**src/rtl/spi_resp_pkg.sv**
```systemverilog
// Shared types and command-byte field positions for the SPI register responder.
package spi_resp_pkg;

  localparam int unsigned DEFAULT_ADDR_W = 5;

  // Command byte layout: address in [7:3], direction in [1] (1 = write).
  localparam int unsigned CMD_ADDR_MSB = 7;
  localparam int unsigned CMD_ADDR_LSB = 3;
  localparam int unsigned CMD_RW_BIT   = 1;

  typedef enum logic [1:0] {
    StIdle,
    StCmd,
    StData
  } state_e;

endpackage

```
**src/rtl/spi_reg_responder_if.sv**
```systemverilog
// SPI pin bundle between an SPI master and the register responder.
interface spi_reg_responder_if;
  logic spi_sclk;
  logic spi_ss_n;
  logic spi_mosi;
  logic spi_miso;
  logic spi_miso_oe;

  modport master (
    output spi_sclk,
    output spi_ss_n,
    output spi_mosi,
    input  spi_miso,
    input  spi_miso_oe
  );

  modport slave (
    input  spi_sclk,
    input  spi_ss_n,
    input  spi_mosi,
    output spi_miso,
    output spi_miso_oe
  );
endinterface

```
**src/rtl/spi_in_sync.sv**
```systemverilog
// Two-flop synchronizer with registered rise/fall detection for one async SPI pin.
module spi_in_sync (
  input  logic clk,
  input  logic rst,
  input  logic din,
  output logic level,
  output logic rise,
  output logic fall
);

  logic meta_q, sync_q, level_q, rise_q, fall_q;

  // Reset to 0 so that SS_n held low across reset never produces a select edge.
  always_ff @(posedge clk or posedge rst) begin
    if (rst) begin
      meta_q  <= 1'b0;
      sync_q  <= 1'b0;
      level_q <= 1'b0;
      rise_q  <= 1'b0;
      fall_q  <= 1'b0;
    end else begin
      meta_q  <= din;
      sync_q  <= meta_q;
      level_q <= sync_q;
      rise_q  <= sync_q & ~level_q;
      fall_q  <= ~sync_q & level_q;
    end
  end

  assign level = level_q;
  assign rise  = rise_q;
  assign fall  = fall_q;

endmodule

```
**src/rtl/spi_reg_responder.sv**
```systemverilog
// SPI mode-0 slave exposing a 2^ADDR_W x 8 register file, with a local
// write/read port and a write-strobe output for each committed SPI write.
module spi_reg_responder
  import spi_resp_pkg::*;
#(
  parameter int unsigned ADDR_W    = DEFAULT_ADDR_W,
  parameter int unsigned MIN_RATIO = 8
) (
  input  logic              clk,
  input  logic              rst,
  spi_reg_responder_if.slave spi,
  input  logic [7:0]        status_in,
  input  logic              loc_we,
  input  logic [ADDR_W-1:0] loc_addr,
  input  logic [7:0]        loc_wdata,
  output logic [7:0]        loc_rdata,
  output logic              wr_valid,
  output logic [ADDR_W-1:0] wr_addr,
  output logic [7:0]        wr_data
);

  localparam int unsigned Depth = 2 ** ADDR_W;
  localparam int unsigned unused_min_ratio = MIN_RATIO;

  logic sclk_level, sclk_rise, sclk_fall;
  logic ss_level, ss_rise, ss_fall;
  logic mosi_level, unused_mosi_rise, unused_mosi_fall;

  spi_in_sync u_sync_sclk (
    .clk   (clk),
    .rst   (rst),
    .din   (spi.spi_sclk),
    .level (sclk_level),
    .rise  (sclk_rise),
    .fall  (sclk_fall)
  );

  spi_in_sync u_sync_ss (
    .clk   (clk),
    .rst   (rst),
    .din   (spi.spi_ss_n),
    .level (ss_level),
    .rise  (ss_rise),
    .fall  (ss_fall)
  );

  spi_in_sync u_sync_mosi (
    .clk   (clk),
    .rst   (rst),
    .din   (spi.spi_mosi),
    .level (mosi_level),
    .rise  (unused_mosi_rise),
    .fall  (unused_mosi_fall)
  );

  logic sel, desel, rise_ev, fall_ev;
  assign sel     = ss_fall;
  assign desel   = ss_rise;
  assign rise_ev = sclk_rise & ~ss_level;
  assign fall_ev = sclk_fall & ~ss_level;

  state_e            state_q, state_d;
  logic [2:0]        bit_cnt_q, bit_cnt_d;
  logic [7:0]        rx_q, rx_d;
  logic [7:0]        tx_q, tx_d;
  logic [ADDR_W-1:0] addr_q, addr_d;
  logic              rw_q, rw_d;
  logic              miso_q, miso_d;
  logic              oe_q, oe_d;
  logic              wr_valid_q;
  logic [ADDR_W-1:0] wr_addr_q;
  logic [7:0]        wr_data_q;
  logic [7:0]        loc_rdata_q;
  logic [7:0]        regs_q [Depth];

  logic              commit;
  logic [7:0]        rx_byte;
  logic [ADDR_W-1:0] cmd_addr;
  logic [ADDR_W-1:0] addr_inc;

  always_comb begin
    state_d   = state_q;
    bit_cnt_d = bit_cnt_q;
    rx_d      = rx_q;
    tx_d      = tx_q;
    addr_d    = addr_q;
    rw_d      = rw_q;
    miso_d    = miso_q;
    oe_d      = oe_q;
    commit    = 1'b0;
    rx_byte   = {rx_q[6:0], mosi_level};
    cmd_addr  = ADDR_W'(rx_byte[CMD_ADDR_MSB:CMD_ADDR_LSB]);
    addr_inc  = addr_q + ADDR_W'(1);

    // DESEL wins over everything, including a byte completing in the same cycle.
    if (desel) begin
      state_d   = StIdle;
      bit_cnt_d = 3'd0;
      tx_d      = 8'h00;
      miso_d    = 1'b0;
      oe_d      = 1'b0;
    end else begin
      case (state_q)
        StIdle: begin
          if (sel) begin
            state_d   = StCmd;
            bit_cnt_d = 3'd0;
            oe_d      = 1'b1;
            miso_d    = status_in[7];
            tx_d      = {status_in[6:0], 1'b0};
          end
        end
        StCmd, StData: begin
          if (rise_ev) begin
            rx_d      = rx_byte;
            bit_cnt_d = bit_cnt_q + 3'd1;
            if (bit_cnt_q == 3'd7) begin
              if (state_q == StCmd) begin
                state_d = StData;
                addr_d  = cmd_addr;
                rw_d    = rx_byte[CMD_RW_BIT];
                tx_d    = rx_byte[CMD_RW_BIT] ? 8'h00 : regs_q[cmd_addr];
              end else begin
                addr_d = addr_inc;
                if (rw_q) begin
                  commit = 1'b1;
                  tx_d   = 8'h00;
                end else begin
                  tx_d = regs_q[addr_inc];
                end
              end
            end
          end else if (fall_ev) begin
            // The next bit to send always sits in tx_q[7].
            miso_d = tx_q[7];
            tx_d   = {tx_q[6:0], 1'b0};
          end
        end
        default: state_d = StIdle;
      endcase
    end
  end

  always_ff @(posedge clk or posedge rst) begin
    if (rst) begin
      state_q    <= StIdle;
      bit_cnt_q  <= 3'd0;
      rx_q       <= 8'h00;
      tx_q       <= 8'h00;
      addr_q     <= '0;
      rw_q       <= 1'b0;
      miso_q     <= 1'b0;
      oe_q       <= 1'b0;
      wr_valid_q <= 1'b0;
      wr_addr_q  <= '0;
      wr_data_q  <= 8'h00;
    end else begin
      state_q    <= state_d;
      bit_cnt_q  <= bit_cnt_d;
      rx_q       <= rx_d;
      tx_q       <= tx_d;
      addr_q     <= addr_d;
      rw_q       <= rw_d;
      miso_q     <= miso_d;
      oe_q       <= oe_d;
      wr_valid_q <= commit;
      if (commit) begin
        wr_addr_q <= addr_q;
        wr_data_q <= rx_byte;
      end
    end
  end

  // SPI write is applied last so it overrides a same-address local write.
  always_ff @(posedge clk or posedge rst) begin
    if (rst) begin
      for (int i = 0; i < int'(Depth); i++) begin
        regs_q[i] <= 8'h00;
      end
      loc_rdata_q <= 8'h00;
    end else begin
      if (loc_we) begin
        regs_q[loc_addr] <= loc_wdata;
      end
      if (commit) begin
        regs_q[addr_q] <= rx_byte;
      end
      loc_rdata_q <= regs_q[loc_addr];
    end
  end

  assign spi.spi_miso    = miso_q & oe_q;
  assign spi.spi_miso_oe = oe_q;
  assign loc_rdata       = loc_rdata_q;
  assign wr_valid        = wr_valid_q;
  assign wr_addr         = wr_addr_q;
  assign wr_data         = wr_data_q;

endmodule

```
**src/flat_wrapper.sv**
```systemverilog
// flat-port wrapper written by rule: the top's interface ports become plain ports
module spi_reg_responder_flat import spi_resp_pkg::*;
#(
  parameter int unsigned ADDR_W    = DEFAULT_ADDR_W,
  parameter int unsigned MIN_RATIO = 8
)
  (clk, rst, status_in, loc_we, loc_addr, loc_wdata, loc_rdata, wr_valid, wr_addr, wr_data, spi_spi_sclk, spi_spi_ss_n, spi_spi_mosi, spi_spi_miso, spi_spi_miso_oe);
  spi_reg_responder_if spi_i ();
  input  logic clk;
  input  logic rst;
  input  logic [7:0] status_in;
  input  logic loc_we;
  input  logic [ADDR_W-1:0] loc_addr;
  input  logic [7:0] loc_wdata;
  output logic [7:0] loc_rdata;
  output logic wr_valid;
  output logic [ADDR_W-1:0] wr_addr;
  output logic [7:0] wr_data;
  input wire logic [$bits(spi_i.spi_sclk)-1:0] spi_spi_sclk;
  input wire logic [$bits(spi_i.spi_ss_n)-1:0] spi_spi_ss_n;
  input wire logic [$bits(spi_i.spi_mosi)-1:0] spi_spi_mosi;
  output wire logic [$bits(spi_i.spi_miso)-1:0] spi_spi_miso;
  output wire logic [$bits(spi_i.spi_miso_oe)-1:0] spi_spi_miso_oe;
  assign spi_i.spi_sclk = spi_spi_sclk;
  assign spi_i.spi_ss_n = spi_spi_ss_n;
  assign spi_i.spi_mosi = spi_spi_mosi;
  assign spi_spi_miso = spi_i.spi_miso;
  assign spi_spi_miso_oe = spi_i.spi_miso_oe;
  spi_reg_responder #(.ADDR_W(ADDR_W), .MIN_RATIO(MIN_RATIO)) u_core (.clk(clk), .rst(rst), .spi(spi_i), .status_in(status_in), .loc_we(loc_we), .loc_addr(loc_addr), .loc_wdata(loc_wdata), .loc_rdata(loc_rdata), .wr_valid(wr_valid), .wr_addr(wr_addr), .wr_data(wr_data));
endmodule
```
**config.mk**
```make
export PLATFORM = sky130hd
export DESIGN_NAME = spi_reg_responder_flat
export DESIGN_NICKNAME = d
export VERILOG_FILES = /design/src/rtl/spi_resp_pkg.sv /design/src/rtl/spi_reg_responder_if.sv /design/src/rtl/spi_in_sync.sv /design/src/rtl/spi_reg_responder.sv /design/src/flat_wrapper.sv
export SDC_FILE = /design/constraint.sdc
export NUM_CORES = 1
export LEC_CHECK = 0
export BUFFER_PORTS_ARGS = -buffer_cell sky130_fd_sc_hd__clkbuf_2
export CAP_MARGIN = 25
export CORE_MARGIN = 4
export CORE_UTILIZATION = 52
export CTS_CLUSTER_SIZE = 14
export DETAILED_ROUTE_END_ITERATION = 7
export PLACE_DENSITY_LB_ADDON = 0.15
export RECOVER_POWER = 50
export SLEW_MARGIN = 20
export SYNTH_ARGS = -nofsm -noshare
export SYNTH_HDL_FRONTEND = slang
export SYNTH_SLANG_ARGS = --single-unit
export TNS_END_PERCENT = 50
```
**constraint.sdc**
```tcl
create_clock -name clk -period 9 [get_ports clk]
set_input_delay 0.9 -clock clk [delete_from_list [all_inputs] [get_ports clk]]
set_output_delay 0.9 -clock clk [all_outputs]
set_load 0.1 [all_outputs]
```
==> results by stage <==
Synth:
- The number of cells produced by synthesis is 1876.
- The net count after synthesis is 1913.
- Of the synthesized area, sequential elements account for 0.384.
- The biggest area contributor in the post-synthesis netlist is sky130_fd_sc_hd__dfrtp_1.
- For this run, the leading register cell type out of synthesis is sky130_fd_sc_hd__dfrtp_1.
- For this run, asynchronously set or reset flops after synthesis account for 1.00.
- The portion of synthesized cell area occupied by the leading cell type is 0.384.
- The Yosys warning count is 0.
- Sorting the synthesized cells by area gives the leading types as sky130_fd_sc_hd__dfrtp_1 38%, sky130_fd_sc_hd__mux4_2 21%, sky130_fd_sc_hd__mux2i_1 14%, sky130_fd_sc_hd__o21ai_1 4.7%, sky130_fd_sc_hd__nand2_1 4.4%.
- The synthesized netlist occupies a cell area of 20800 sq um.
- By count the netlist is led by 319 x sky130_fd_sc_hd__dfrtp_1, 288 x sky130_fd_sc_hd__mux2i_1, 244 x sky130_fd_sc_hd__nand2_1.
- Counting distinct cell types in the post-synthesis netlist gives 59.
- The number of enable-type register cells in the synthesized netlist is 0.
- The flip-flop and latch count after synthesis is 319.
- The post-synthesis area per instance is 11.1 sq um.
- The most common cell in the synthesized netlist is sky130_fd_sc_hd__dfrtp_1.

Drt:
- In the routed layout, each cell is associated on average with a via count of 6.96.
- The wire length per cell after detailed routing is 31.0 um.
- The number of remaining DRC errors is 0.
- Summing over every cut layer, the via total after detailed routing is 16610.
- The count of routing violations after the opening detailed-route iteration is 2356.
- The total wire length is 73.9 mm.
- The post-route antenna net violation count is 0.
- The number of search-and-repair iterations in the first detailed-routing pass is 6.

Timing:
- The worst path needs 5.38 ns of the cycle, external delays included.
- The final hold violation count is 0.
- The worst-case headroom to the max-slew limit is -1.50.
- Setup repair after global routing left no endpoint under its margin.
- The number of failing setup endpoints in the final timing report is 0.
- The final clock period utilization by the worst path is 0.598.
- At the pin with the least slew margin, the transition time is 3.75 ns.
- Timing would allow up to 186 MHz.
- The clock skew after layout is 0.0205 ns.
- The setup TNS is 0 ns.
- The number of pins with negative max-slew slack in the final report is 155.

Finish:
- The filler cell count is 3307.
- In the final layout, the share of cells above drive strength 1 is 0.193.
- The share of the core filled with cells in the final layout is 0.572.
- After the last flow step, the layout net total stands at 1871.
- The number of antenna repair diodes is 0.
- Compared with the post-synthesis result, the final layout area differs by 8.96%.
- For this run, the number of standard cells in the final layout without fillers is 2387.

Critical path:
- Setup slack on the worst reg-to-reg path comes out at 4.10 ns.
- The depth of the worst register-to-register path is 9.
- STA puts the critical path data arrival time at 5.18 ns.
- The cell that appears most often on the critical path is sky130_fd_sc_hd__clkbuf_1.
- In this run the number of cells on the critical path is 4.
- The number of buffers and inverters on the critical path is 4.
- In this run the critical register-to-register path is launched from u_core.state_q[0]$_DFFE_PP0P_.
- Grouping stages by cell kind, the critical path spends the most delay in buffers and inverters.
- The endpoint of the worst-slack reg-to-reg timing path is u_core.regs_q[67]$_DFF_PP0_.
- The worst setup path is launched from an input port.
- The critical path goes through clkbuf_1, clkinvlp_2, buf_12, clkbuf_1.
- In this run the worst setup path begins at rst.
- The worst setup path is captured at an asynchronous set/reset pin.
- On the critical path, the stage with the largest delay is an instance of sky130_fd_sc_hd__clkbuf_1.
- The longest individual stage delay on the worst path is 2.69 ns.
- At the worst endpoint, the required time is 8.80 ns.
- The start-to-end type of the worst setup path is in -> async.
- The critical-path maximum fanout is 173.
- The capturing instance or port of the critical path is u_core.regs_q[170]$_DFF_PP0_.

Clocking:
- TritonCTS built the clock tree.
- The TritonCTS buffer count is 38.
- The total setup buffers inserted after CTS is 0.
- No sink is reached through more buffers than the 3 on the longest clock path.
- Clock-pin slew was measured on the worst setup and hold paths at 0.06 ns.
- The number of cells upsized or downsized after cts is 0.
- The clock reaches the later pin of the worst-skew pair after 0.57 ns.
- The H-tree generated during clock tree synthesis spans 2 levels.
- The cell sitting at the root of the clock tree is a sky130_fd_sc_hd__clkbuf_16.
- The number of buffers inserted by hold repair at cts is 0.
- The number of sinks handled by clock tree synthesis is 319.

GRT:
- Global routing finished with a remaining overflow of 0.
- The first global-routing pass estimated 110 mm of wire.
- The number of antenna violations at the first check in global routing is 2.
- Entering global routing, the biggest net connects 174 pins.
- In the global route stage, overall resource usage came out at 0.336.
- The number of global-route vias before repair was 15782.

Status:
- The checks that failed: capacitance limit, slew limit.
- The flow ran to the end, but the final reports show violations.

Job:
- Max-cap violations in this run came to 3.

Placed design:
- The placer congestion estimate is 1.02.
- The sum of net half-perimeters after detailed placement is 48.0 mm.
- During placement, the flow inserted port buffers numbering 50.
- Once placement completed, the tool counted placed cells totaling 2308.

Floorplan:
- The starting density of the core is 0.525.
- The floorplan row count is 73.
- The total area inside the core boundary comes to 39600 sq um.
- The overall die area is 43300 sq um.
- The die width is 208 um.
- The vertical extent of the die is 208 um.
- For this design the top-level I/O count stands at 51.

Min path:
- The tightest min-delay check is of the reg -> reg type.

Power and ir drop:
- The power density relative to cell area is 230 nW/um^2.
- The maximum ir drop on the vdd rail is 0.233 mV.
- For this design the static power due to leakage is 7.91 nW.
## logic make-up (layout without fill, tap and decap cells)
| kind of cell | after synthesis | after routing | synth area share |
|---|---|---|---|
| mux | 521 | 521 | 0.370 |
| xor+xnor | 6 | 6 | 0.00289 |
| fa+ha+maj | 10 | 10 | 0.00602 |
| buf+inv | 175 | 161 | 0.0372 |
| simple gates | 469 | 469 | 0.0981 |
| compound gates | 376 | 376 | 0.102 |
| flops | 319 | 319 | 0.384 |
## flip-flops by register name (all words and copies together), names as in the netlist, 2 cells and up
register / count
u_core.tx_q: 8
u_core.rx_q: 7
u_core.loc_rdata: 8
u_core.addr_q: 5
u_core.bit_cnt_q: 3
u_core.wr_data: 8
u_core.state_q: 2
u_core.regs_q: 256
u_core.wr_addr: 5
## layout make-up
cell class	instances	area (sq um)	area share
inverter	7	27.5	0.00121
sequential	319	8000	0.353
clock inverter	14	204	0.00900
timing repair buffer	86	608	0.0268
tap	525	657	0.0290
multi-input combinational	1382	12100	0.532
clock buffer	54	1100	0.0486
## layout by cell type (no fill, tap or decap), types with 6 or more instances in the layout
master                      netlist  routed
sky130_fd_sc_hd__o21ai_1        195     194
sky130_fd_sc_hd__inv_1            6       6
sky130_fd_sc_hd__nand2_1        244     244
sky130_fd_sc_hd__o2111ai_1        6       6
sky130_fd_sc_hd__ha_1            10       9
sky130_fd_sc_hd__clkbuf_2         0      23
sky130_fd_sc_hd__nor2_1         128     125
sky130_fd_sc_hd__mux4_2         195     195
sky130_fd_sc_hd__mux2i_1        288     288
sky130_fd_sc_hd__a221o_1          6       6
sky130_fd_sc_hd__mux2_1          23      23
sky130_fd_sc_hd__nand4_1          8       8
sky130_fd_sc_hd__a21oi_1         88      88
sky130_fd_sc_hd__mux2_2          15      15
sky130_fd_sc_hd__nand3_1         24      24
sky130_fd_sc_hd__buf_4           12      23
sky130_fd_sc_hd__clkbuf_1        87      36
sky130_fd_sc_hd__dfrtp_1        319     314
sky130_fd_sc_hd__nor2_2           9      12
sky130_fd_sc_hd__nand2b_1         6       6
sky130_fd_sc_hd__clkbuf_8         0       7
sky130_fd_sc_hd__nand3b_1         8       8
sky130_fd_sc_hd__a31oi_1          6       6
sky130_fd_sc_hd__clkbuf_16        0      39
sky130_fd_sc_hd__a22oi_1         42      42
sky130_fd_sc_hd__o21ai_0          9      10
sky130_fd_sc_hd__nor2b_1         10      10
sky130_fd_sc_hd__clkinv_2         0       6
## report_power, final
| group | internal, mW | switching, mW | leakage, nW |
|---|---|---|---|
| Combinational | 0.667 | 0.845 | 3.80 |
| Sequential | 1.69 | 0.356 | 3.46 |
| Clock | 0.996 | 0.655 | 0.639 |
## worst min path at each step
stage	endpoint	start	depth (start not counted)
final	u_core.u_sync_mosi.level$_DFF_PP0_	u_core.u_sync_mosi.sync_q$_DFF_PP0_	0
after floorplan	u_core.u_sync_mosi.level$_DFF_PP0_	u_core.u_sync_mosi.sync_q$_DFF_PP0_	0
after global routing	u_core.u_sync_mosi.level$_DFF_PP0_	u_core.u_sync_mosi.sync_q$_DFF_PP0_	0
after CTS	u_core.u_sync_mosi.level$_DFF_PP0_	u_core.u_sync_mosi.sync_q$_DFF_PP0_	0
after detailed placement	u_core.u_sync_mosi.level$_DFF_PP0_	u_core.u_sync_mosi.sync_q$_DFF_PP0_	0
after global placement	u_core.u_sync_mosi.sync_q$_DFF_PP0_	u_core.u_sync_mosi.meta_q$_DFF_PP0_	0
## through the flow
stage / hold WS [ns] / setup WS, ns / power (mW) / cell area (sq um)
after floorplan: 0.331 / 3.85 / 2.99 / 20800
after global placement: 0.332 / 4.51 / 3.49 / 21200
after detailed placement: 0.337 / 4.49 / 3.52 / 21200
after CTS: 0.350 / 4.95 / 5.17 / 22500
after global routing: 0.355 / 2.64 / 5.38 / 22700
final: 0.348 / 3.62 / 5.21 / 22700
## routing by layer
| layer | vias to the layer above | track usage | wire, um |
|---|---|---|---|
| met3 | 227 | 0.0962 | 8880 |
| met2 | 1088 | 0.493 | 32100 |
| met5 | - | 0 | 19 |
| met4 | 4 | 0.139 | 3950 |
| met1 | 8358 | 0.474 | 28900 |
| li1 | 6933 | - | - |
## worst reg2reg max path: cells and delay by family (launching register included)
kind,cells,cell delay [ns]
compound gates,1,0.12
simple gates,5,2.41
fa+ha+maj,1,0.68
flops,1,0.41
buf+inv,2,1.19
Power figures use the tool's default switching activity.
